--- src/rtl/mips_trace_monitor.sv ---
// mips_trace_monitor: captures one {pc, alu} record per retired instruction into a FWFT buffer and detects a halted core.
// Optional feature: define TRACE_SEQ_CHECK_EN to count non-sequential PC transitions in jump_cnt.
module mips_trace_monitor #(
   parameter int DEPTH       = 16,
   parameter int STALL_LIMIT = 4,
   parameter int PC_STEP     = 4
) (
   input  logic                       clk,
   input  logic                       rst,
   input  logic [31:0]                pc_in,
   input  logic [31:0]                alu_in,
   input  logic                       capture_en,
   input  logic                       clear,
   output logic                       rd_valid,
   input  logic                       rd_ready,
   output logic [31:0]                rd_pc,
   output logic [31:0]                rd_alu,
   output logic [$clog2(DEPTH):0]     count,
   output logic                       overflow,
   output logic                       halted,
   output logic [7:0]                 jump_cnt
);
   localparam int AW = $clog2(DEPTH);
   typedef enum logic [1:0] {IDLE, CAPTURE, HALTED} state_t;
   state_t        state;
   logic [31:0]   pc_mem  [DEPTH];
   logic [31:0]   alu_mem [DEPTH];
   logic [AW-1:0] head, tail;
   logic [31:0]   last_pc;
   logic          have_last;
   logic [7:0]    stall_cnt;
   logic          sample, fresh, wr, pop, full, push;
   // A sample is a new instruction when the PC moved since the last stored one.
   always_comb begin
      sample = state == CAPTURE && capture_en;
      fresh  = !have_last || pc_in != last_pc;
      wr     = sample && fresh;
      pop    = rd_valid && rd_ready;
      full   = count == (AW+1)'(DEPTH);
      push   = wr && (!full || pop);
   end
   assign rd_valid = count != '0;
   assign halted   = state == HALTED;
   assign rd_pc    = rd_valid ? pc_mem[head] : '0;
   assign rd_alu   = rd_valid ? alu_mem[head] : '0;
   // Record storage; contents need no reset since rd_valid gates the outputs.
   always_ff @(posedge clk) begin
      if (push && !clear) begin
         pc_mem[tail]  <= pc_in;
         alu_mem[tail] <= alu_in;
      end
   end
   // Buffer pointers, occupancy, sticky flags and capture FSM.
   always_ff @(posedge clk or posedge rst) begin
      if (rst) begin
         state     <= IDLE;
         head      <= '0;
         tail      <= '0;
         count     <= '0;
         overflow  <= 1'b0;
         last_pc   <= '0;
         have_last <= 1'b0;
         stall_cnt <= '0;
      end else if (clear) begin
         head      <= '0;
         tail      <= '0;
         count     <= '0;
         overflow  <= 1'b0;
         stall_cnt <= '0;
         have_last <= 1'b0;
         if (state == HALTED) state <= IDLE;
      end else begin
         if (push) tail <= tail + 1'b1;
         if (pop) head <= head + 1'b1;
         if (push && !pop) count <= count + 1'b1;
         else if (pop && !push) count <= count - 1'b1;
         if (wr && full && !pop) overflow <= 1'b1;
         case (state)
            IDLE: if (capture_en) state <= CAPTURE;
            CAPTURE: begin
               if (!capture_en) begin
                  state     <= IDLE;
                  have_last <= 1'b0;
               end else if (fresh) begin
                  last_pc   <= pc_in;
                  have_last <= 1'b1;
                  stall_cnt <= '0;
               end else begin
                  stall_cnt <= stall_cnt + 8'd1;
                  if (stall_cnt + 8'd1 == 8'(STALL_LIMIT)) state <= HALTED;
               end
            end
            HALTED: if (!capture_en) state <= IDLE;
            default: state <= IDLE;
         endcase
      end
   end
`ifdef TRACE_SEQ_CHECK_EN
   // Counts written PCs that do not follow the previous one by PC_STEP, saturating.
   always_ff @(posedge clk or posedge rst) begin
      if (rst) jump_cnt <= '0;
      else if (clear) jump_cnt <= '0;
      else if (wr && have_last && pc_in != last_pc + 32'(PC_STEP) && jump_cnt != 8'hff) jump_cnt <= jump_cnt + 8'd1;
   end
`else
   assign jump_cnt = '0;
`endif
endmodule
--- config.mk ---
export PLATFORM = sky130hd
export DESIGN_NAME = mips_trace_monitor
export DESIGN_NICKNAME = d
export VERILOG_FILES = /design/src/rtl/mips_trace_monitor.sv
export SDC_FILE = /design/constraint.sdc
export NUM_CORES = 1
export LEC_CHECK = 0
export BUFFER_PORTS_ARGS = -buffer_cell sky130_fd_sc_hd__clkbuf_2
export CAP_MARGIN = 20
export CELL_PAD_IN_SITES_DETAIL_PLACEMENT = 1
export CELL_PAD_IN_SITES_GLOBAL_PLACEMENT = 1
export CORE_MARGIN = 2
export CORE_UTILIZATION = 50
export DETAILED_ROUTE_END_ITERATION = 8
export GPL_TIMING_DRIVEN = 1
export PLACE_DENSITY = 0.75
export SLEW_MARGIN = 10
export SYNTH_ARGS = -nofsm -noshare
export SYNTH_HDL_FRONTEND = slang
export SYNTH_SLANG_ARGS = --single-unit
export TNS_END_PERCENT = 100
--- constraint.sdc ---
create_clock -name clk -period 6.1 [get_ports clk]
set_clock_uncertainty 0.05 [all_clocks]
set_input_delay 0.61 -clock clk [delete_from_list [all_inputs] [get_ports clk]]
set_output_delay 0.61 -clock clk [all_outputs]
set_load 0.005 [all_outputs]
==> reports/results.tsv <==
stage	metric	value	unit
flow_run	max-cap viol count	0	
setup_path	worst path required time	5.44	ns
pwr	pwr dens	373	mW/mm²
yosys	combinational family with the most area after synthesis	multiplexers	
final_layout	Post-Layout Cell Count	3161	
detailed_routing	Total Routed Length	97400	µm
clock_tree	hold buffer count at cts	0	
detailed_routing	average vias per placed instance	6.13	
floorplanning	number of placement rows	106	
detailed_routing	Iteration-0 DRC Markers	2047	
sta	Final Setup Violations	0	
clock_tree	clock buffer depth	3	
final_layout	multi-input gate area in the final layout	0.00944	mm²
final_layout	Final nets	2067	
setup_path	critical path class	reg2out	
detailed_routing	number of routed nets with antenna violations	0	
yosys	sequential-to-total area share from yosys stat	76.5	%
yosys	most common flop cell mapped by yosys	sky130_fd_sc_hd__edfxtp_1	
setup_path	cell type of the slowest stage on the worst timing path	sky130_fd_sc_hd__dfrtp_4	
floorplanning	width of the die	294	µm
clock_tree	number of buffers inserted during clock tree synthesis	109	
final_layout	# fillers	6881	
pwr	static leakage	15.2	nW
yosys	number of warnings printed during yosys synthesis	0	
setup_path	biggest fanout along the worst timing path	40	
final_layout	Final Cell Area	0.0477	mm²
setup_path	WP data arrival	3.88	ns
setup_path	crit-path max cell delay	1.02	ns
yosys	post-synthesis instance area	0.0420	mm²
yosys	post-synthesis share of cell area spent on and, or, nand and nor gates	2.06	%
sta	Max Transition Viols Final	0	
sta	crit path time final	4.54	ns
setup_path	cell repeated most along the worst path	sky130_fd_sc_hd__mux4_2	
yosys	multiplexer share of the synthesized area	18.5	%
yosys	register bit count reported by yosys	1081	
final_layout	register cell area after layout	0.0322	mm²
global_routing	via count of the first global-routing pass	21288	
final_layout	area growth from synthesis to layout	13.5	%
sta	pin slew with the least headroom to its limit	0.962	ns
floorplanning	area of the placeable core	0.0834	mm²
setup_path	Setup crit end kind	primary output	
clock_tree	Setup Buffers After CTS	0	
setup_path	cell-by-cell trace of the critical path	buf_4, mux4_2, mux4_2, and2_1, clkbuf_2	
worst_hold_path	Hold/Removal Path Class	in2async	
clock_tree	Num Clock Sinks	1081	
global_routing	number of antenna violations at the first check in global routing	10	
floorplanning	initial standard-cell utilization of the core	50.4	%
global_routing	sum of overflow across all layers after global routing	0	
setup_path	element type at the critical path start	flop	
clock_tree	clock tree from TritonCTS	yes	
yosys	cell count after synthesis	1783	
clock_tree	depth of the CTS H-tree	3	
detailed_routing	post-DR wirelength/cell	30.8	µm
detailed_routing	first-pass iteration count of the detailed router	5	
placed_design	placed cells	2956	
clock_tree	Gates resized, CTS repair	0	
sta	final count of hold timing violations	0	
clock_tree	insertion delay of the later-clocked pin in the worst-skew pair	0.69	ns
global_routing	largest net degree at the start of global routing	100	
yosys	Post-synth EDFFs	1024	
placed_design	DP HPWL	52200	µm
floorplanning	area of the die	0.0864	mm²
sta	period utilization	74.4	%
floorplanning	number of top-level design ports	149	
detailed_routing	via count	19370	
sta	achievable frequency	0.220	GHz
yosys	asr flop ratio synth	5.27	%
clock_tree	Clock Root Buffer	sky130_fd_sc_hd__clkbuf_16	
yosys	Mean Syn Cell Area	23.6	µm²
sta	final hold slack	0.141	ns
outcome	outcome	finished clean	
placed_design	number of port buffers	140	
yosys	parity-gate share of the synthesized area counting xor and xnor cells	0.875	%
sta	unrepaired setup endpoints after global routing	no	
sta	Max-Slew Margin vs Limit	35.9	%
global_routing	first-pass GRT wire length	145000	µm
placed_design	Placed Instance Area	0.0442	mm²
floorplanning	die boundary height	294	µm
global_routing	GRT Total Usage	23.2	%
yosys	fraction of the mapped netlist area in adder cells	0.345	%
placed_design	routability cong.	0.719	
yosys	synthesized-area fraction occupied by ao, oa, aoi and oai cells	0.443	%
yosys	number of distinct library cells after synthesis	49	
final_layout	fraction of layout instances using a drive strength above 1	34.8	%
pwr	largest voltage drop on the vdd net	0.280	mV
detailed_routing	DRC	0	
clock_tree	clock-pin slew on the worst setup and hold paths	0.06	ns
state kept, by name (all words and copies together), names as in the netlist:
register / flops
head: 4
alu_mem: 512
pc_mem: 512
tail: 4
state: 2
overflow: 1
stall_cnt: 8
have_last: 1
count: 5
last_pc: 32
where the power goes:
| part | switching (mW) | internal [mW] | leakage (nW) |
|---|---|---|---|
| combinational | 1.34 | 1.50 | 3.51 |
| sequential | 0.177 | 8.22 | 9.92 |
| clock | 2.82 | 3.73 | 1.72 |
cells by family after synthesis:
group	Yosys count
AO/OA/AOI/OAI	25
flip-flops	1081
AND/OR/NAND/NOR	152
XOR/XNOR	42
buffers and inverters	111
multiplexers	360
other	1
adder cells (fa/ha/maj)	11
cells in the mapped netlist, types with 2 or more instances:
cell type,number,area share [%]
sky130_fd_sc_hd__buf_6,5,0.13
sky130_fd_sc_hd__mux2i_1,2,0.048
sky130_fd_sc_hd__mux2_4,30,1.1
sky130_fd_sc_hd__nand2_1,12,0.11
sky130_fd_sc_hd__nor2b_1,2,0.030
sky130_fd_sc_hd__nand3_1,8,0.095
sky130_fd_sc_hd__and2_1,68,1.0
sky130_fd_sc_hd__buf_2,24,0.29
sky130_fd_sc_hd__xnor2_1,10,0.21
sky130_fd_sc_hd__edfxtp_1,1024,73
sky130_fd_sc_hd__nor3_1,11,0.13
sky130_fd_sc_hd__nor4_1,8,0.12
sky130_fd_sc_hd__nand4_1,3,0.045
sky130_fd_sc_hd__ha_1,10,0.30
sky130_fd_sc_hd__buf_1,5,0.045
sky130_fd_sc_hd__xor2_1,32,0.67
sky130_fd_sc_hd__inv_1,16,0.14
sky130_fd_sc_hd__o22ai_1,2,0.030
sky130_fd_sc_hd__nand2b_1,2,0.030
sky130_fd_sc_hd__a21oi_1,8,0.095
sky130_fd_sc_hd__a22o_1,6,0.12
sky130_fd_sc_hd__and3_1,4,0.060
sky130_fd_sc_hd__mux2_2,8,0.21
sky130_fd_sc_hd__buf_4,9,0.16
sky130_fd_sc_hd__clkbuf_1,51,0.46
sky130_fd_sc_hd__dfrtp_1,57,3.4
sky130_fd_sc_hd__nor2_1,25,0.22
sky130_fd_sc_hd__mux4_2,320,17
critical path: cells and delay by family (launching register included):
kind	cells	cell delay, ns
buffers and inverters	2	0.83
multiplexers	2	1.08
flip-flops	1	1.02
AND/OR/NAND/NOR	1	0.23
per-layer routing:
metal / track usage, % / up-vias / share of wire [%]
met3: 4.08 / 172 / 6.4
met4: 7.13 / 10 / 2.6
met1: 31.5 / 10534 / 40
met2: 38.7 / 741 / 51
li1: - / 7913 / -
met5: 0 / - / 0.066
final timing paths:
path | depth (start not counted) | slack [ns] | startpoint | to
hold reg to reg | 1 | 0.48 | stall_cnt[2] | stall_cnt[2]
setup / recovery | 5 | 1.56 | head[0] | rd_alu[29]
setup reg to reg | 11 | 1.95 | last_pc[25] | count[4]
hold / removal | 3 | 0.14 | rst | stall_cnt[7]
min in group clk | 3 | 0.22 | capture_en | have_last
max in group asynchronous | 3 | 5.17 | rst | head[2]
placed cells by master, fill, tap and decap left out, drive strengths merged, types with 2 or more instances in the layout:
cell	Yosys	final
edfxtp	1024	1024
mux4	320	320
clkbuf	52	285
and2	69	69
dfrtp	57	57
clkinv	0	45
buf	43	41
mux2	38	38
xor2	32	32
nor2	25	25
inv	16	21
nand2	12	12
nor3	12	12
xnor2	10	10
ha	10	10
nor4	8	8
nand3	8	8
a21oi	8	8
conb	1	8
bufinv	0	8
a22o	6	6
and3	5	5
nand4	3	3
o22ai	3	3
nand2b	2	2
nor2b	2	2
mux2i	2	2
a21o	2	2
o21ai	2	2
area by class of cell:
type,count,area share [%]
flip-flops and latches,1081,67.4
multi-input cells,598,19.8
clock buffers,145,6.12
well taps,1080,2.83
repair buffers,181,2.42
clock inverters,59,1.27
inverters,16,0.126
diodes,1,0.00524
metrics by stage:
step                setup WS (ns)  total power [mW]  util, %  TNS, ns
global placement             1.54              11.4     52.9        0
detailed placement           1.44              11.4     53.0        0
global route                 1.32              18.4     57.2        0
floorplan                  -0.384              10.5        -  -196.63
CTS                          1.45              17.9     57.2        0
finish                       1.56              17.8     57.2        0
(Power assumes the default switching activity.)
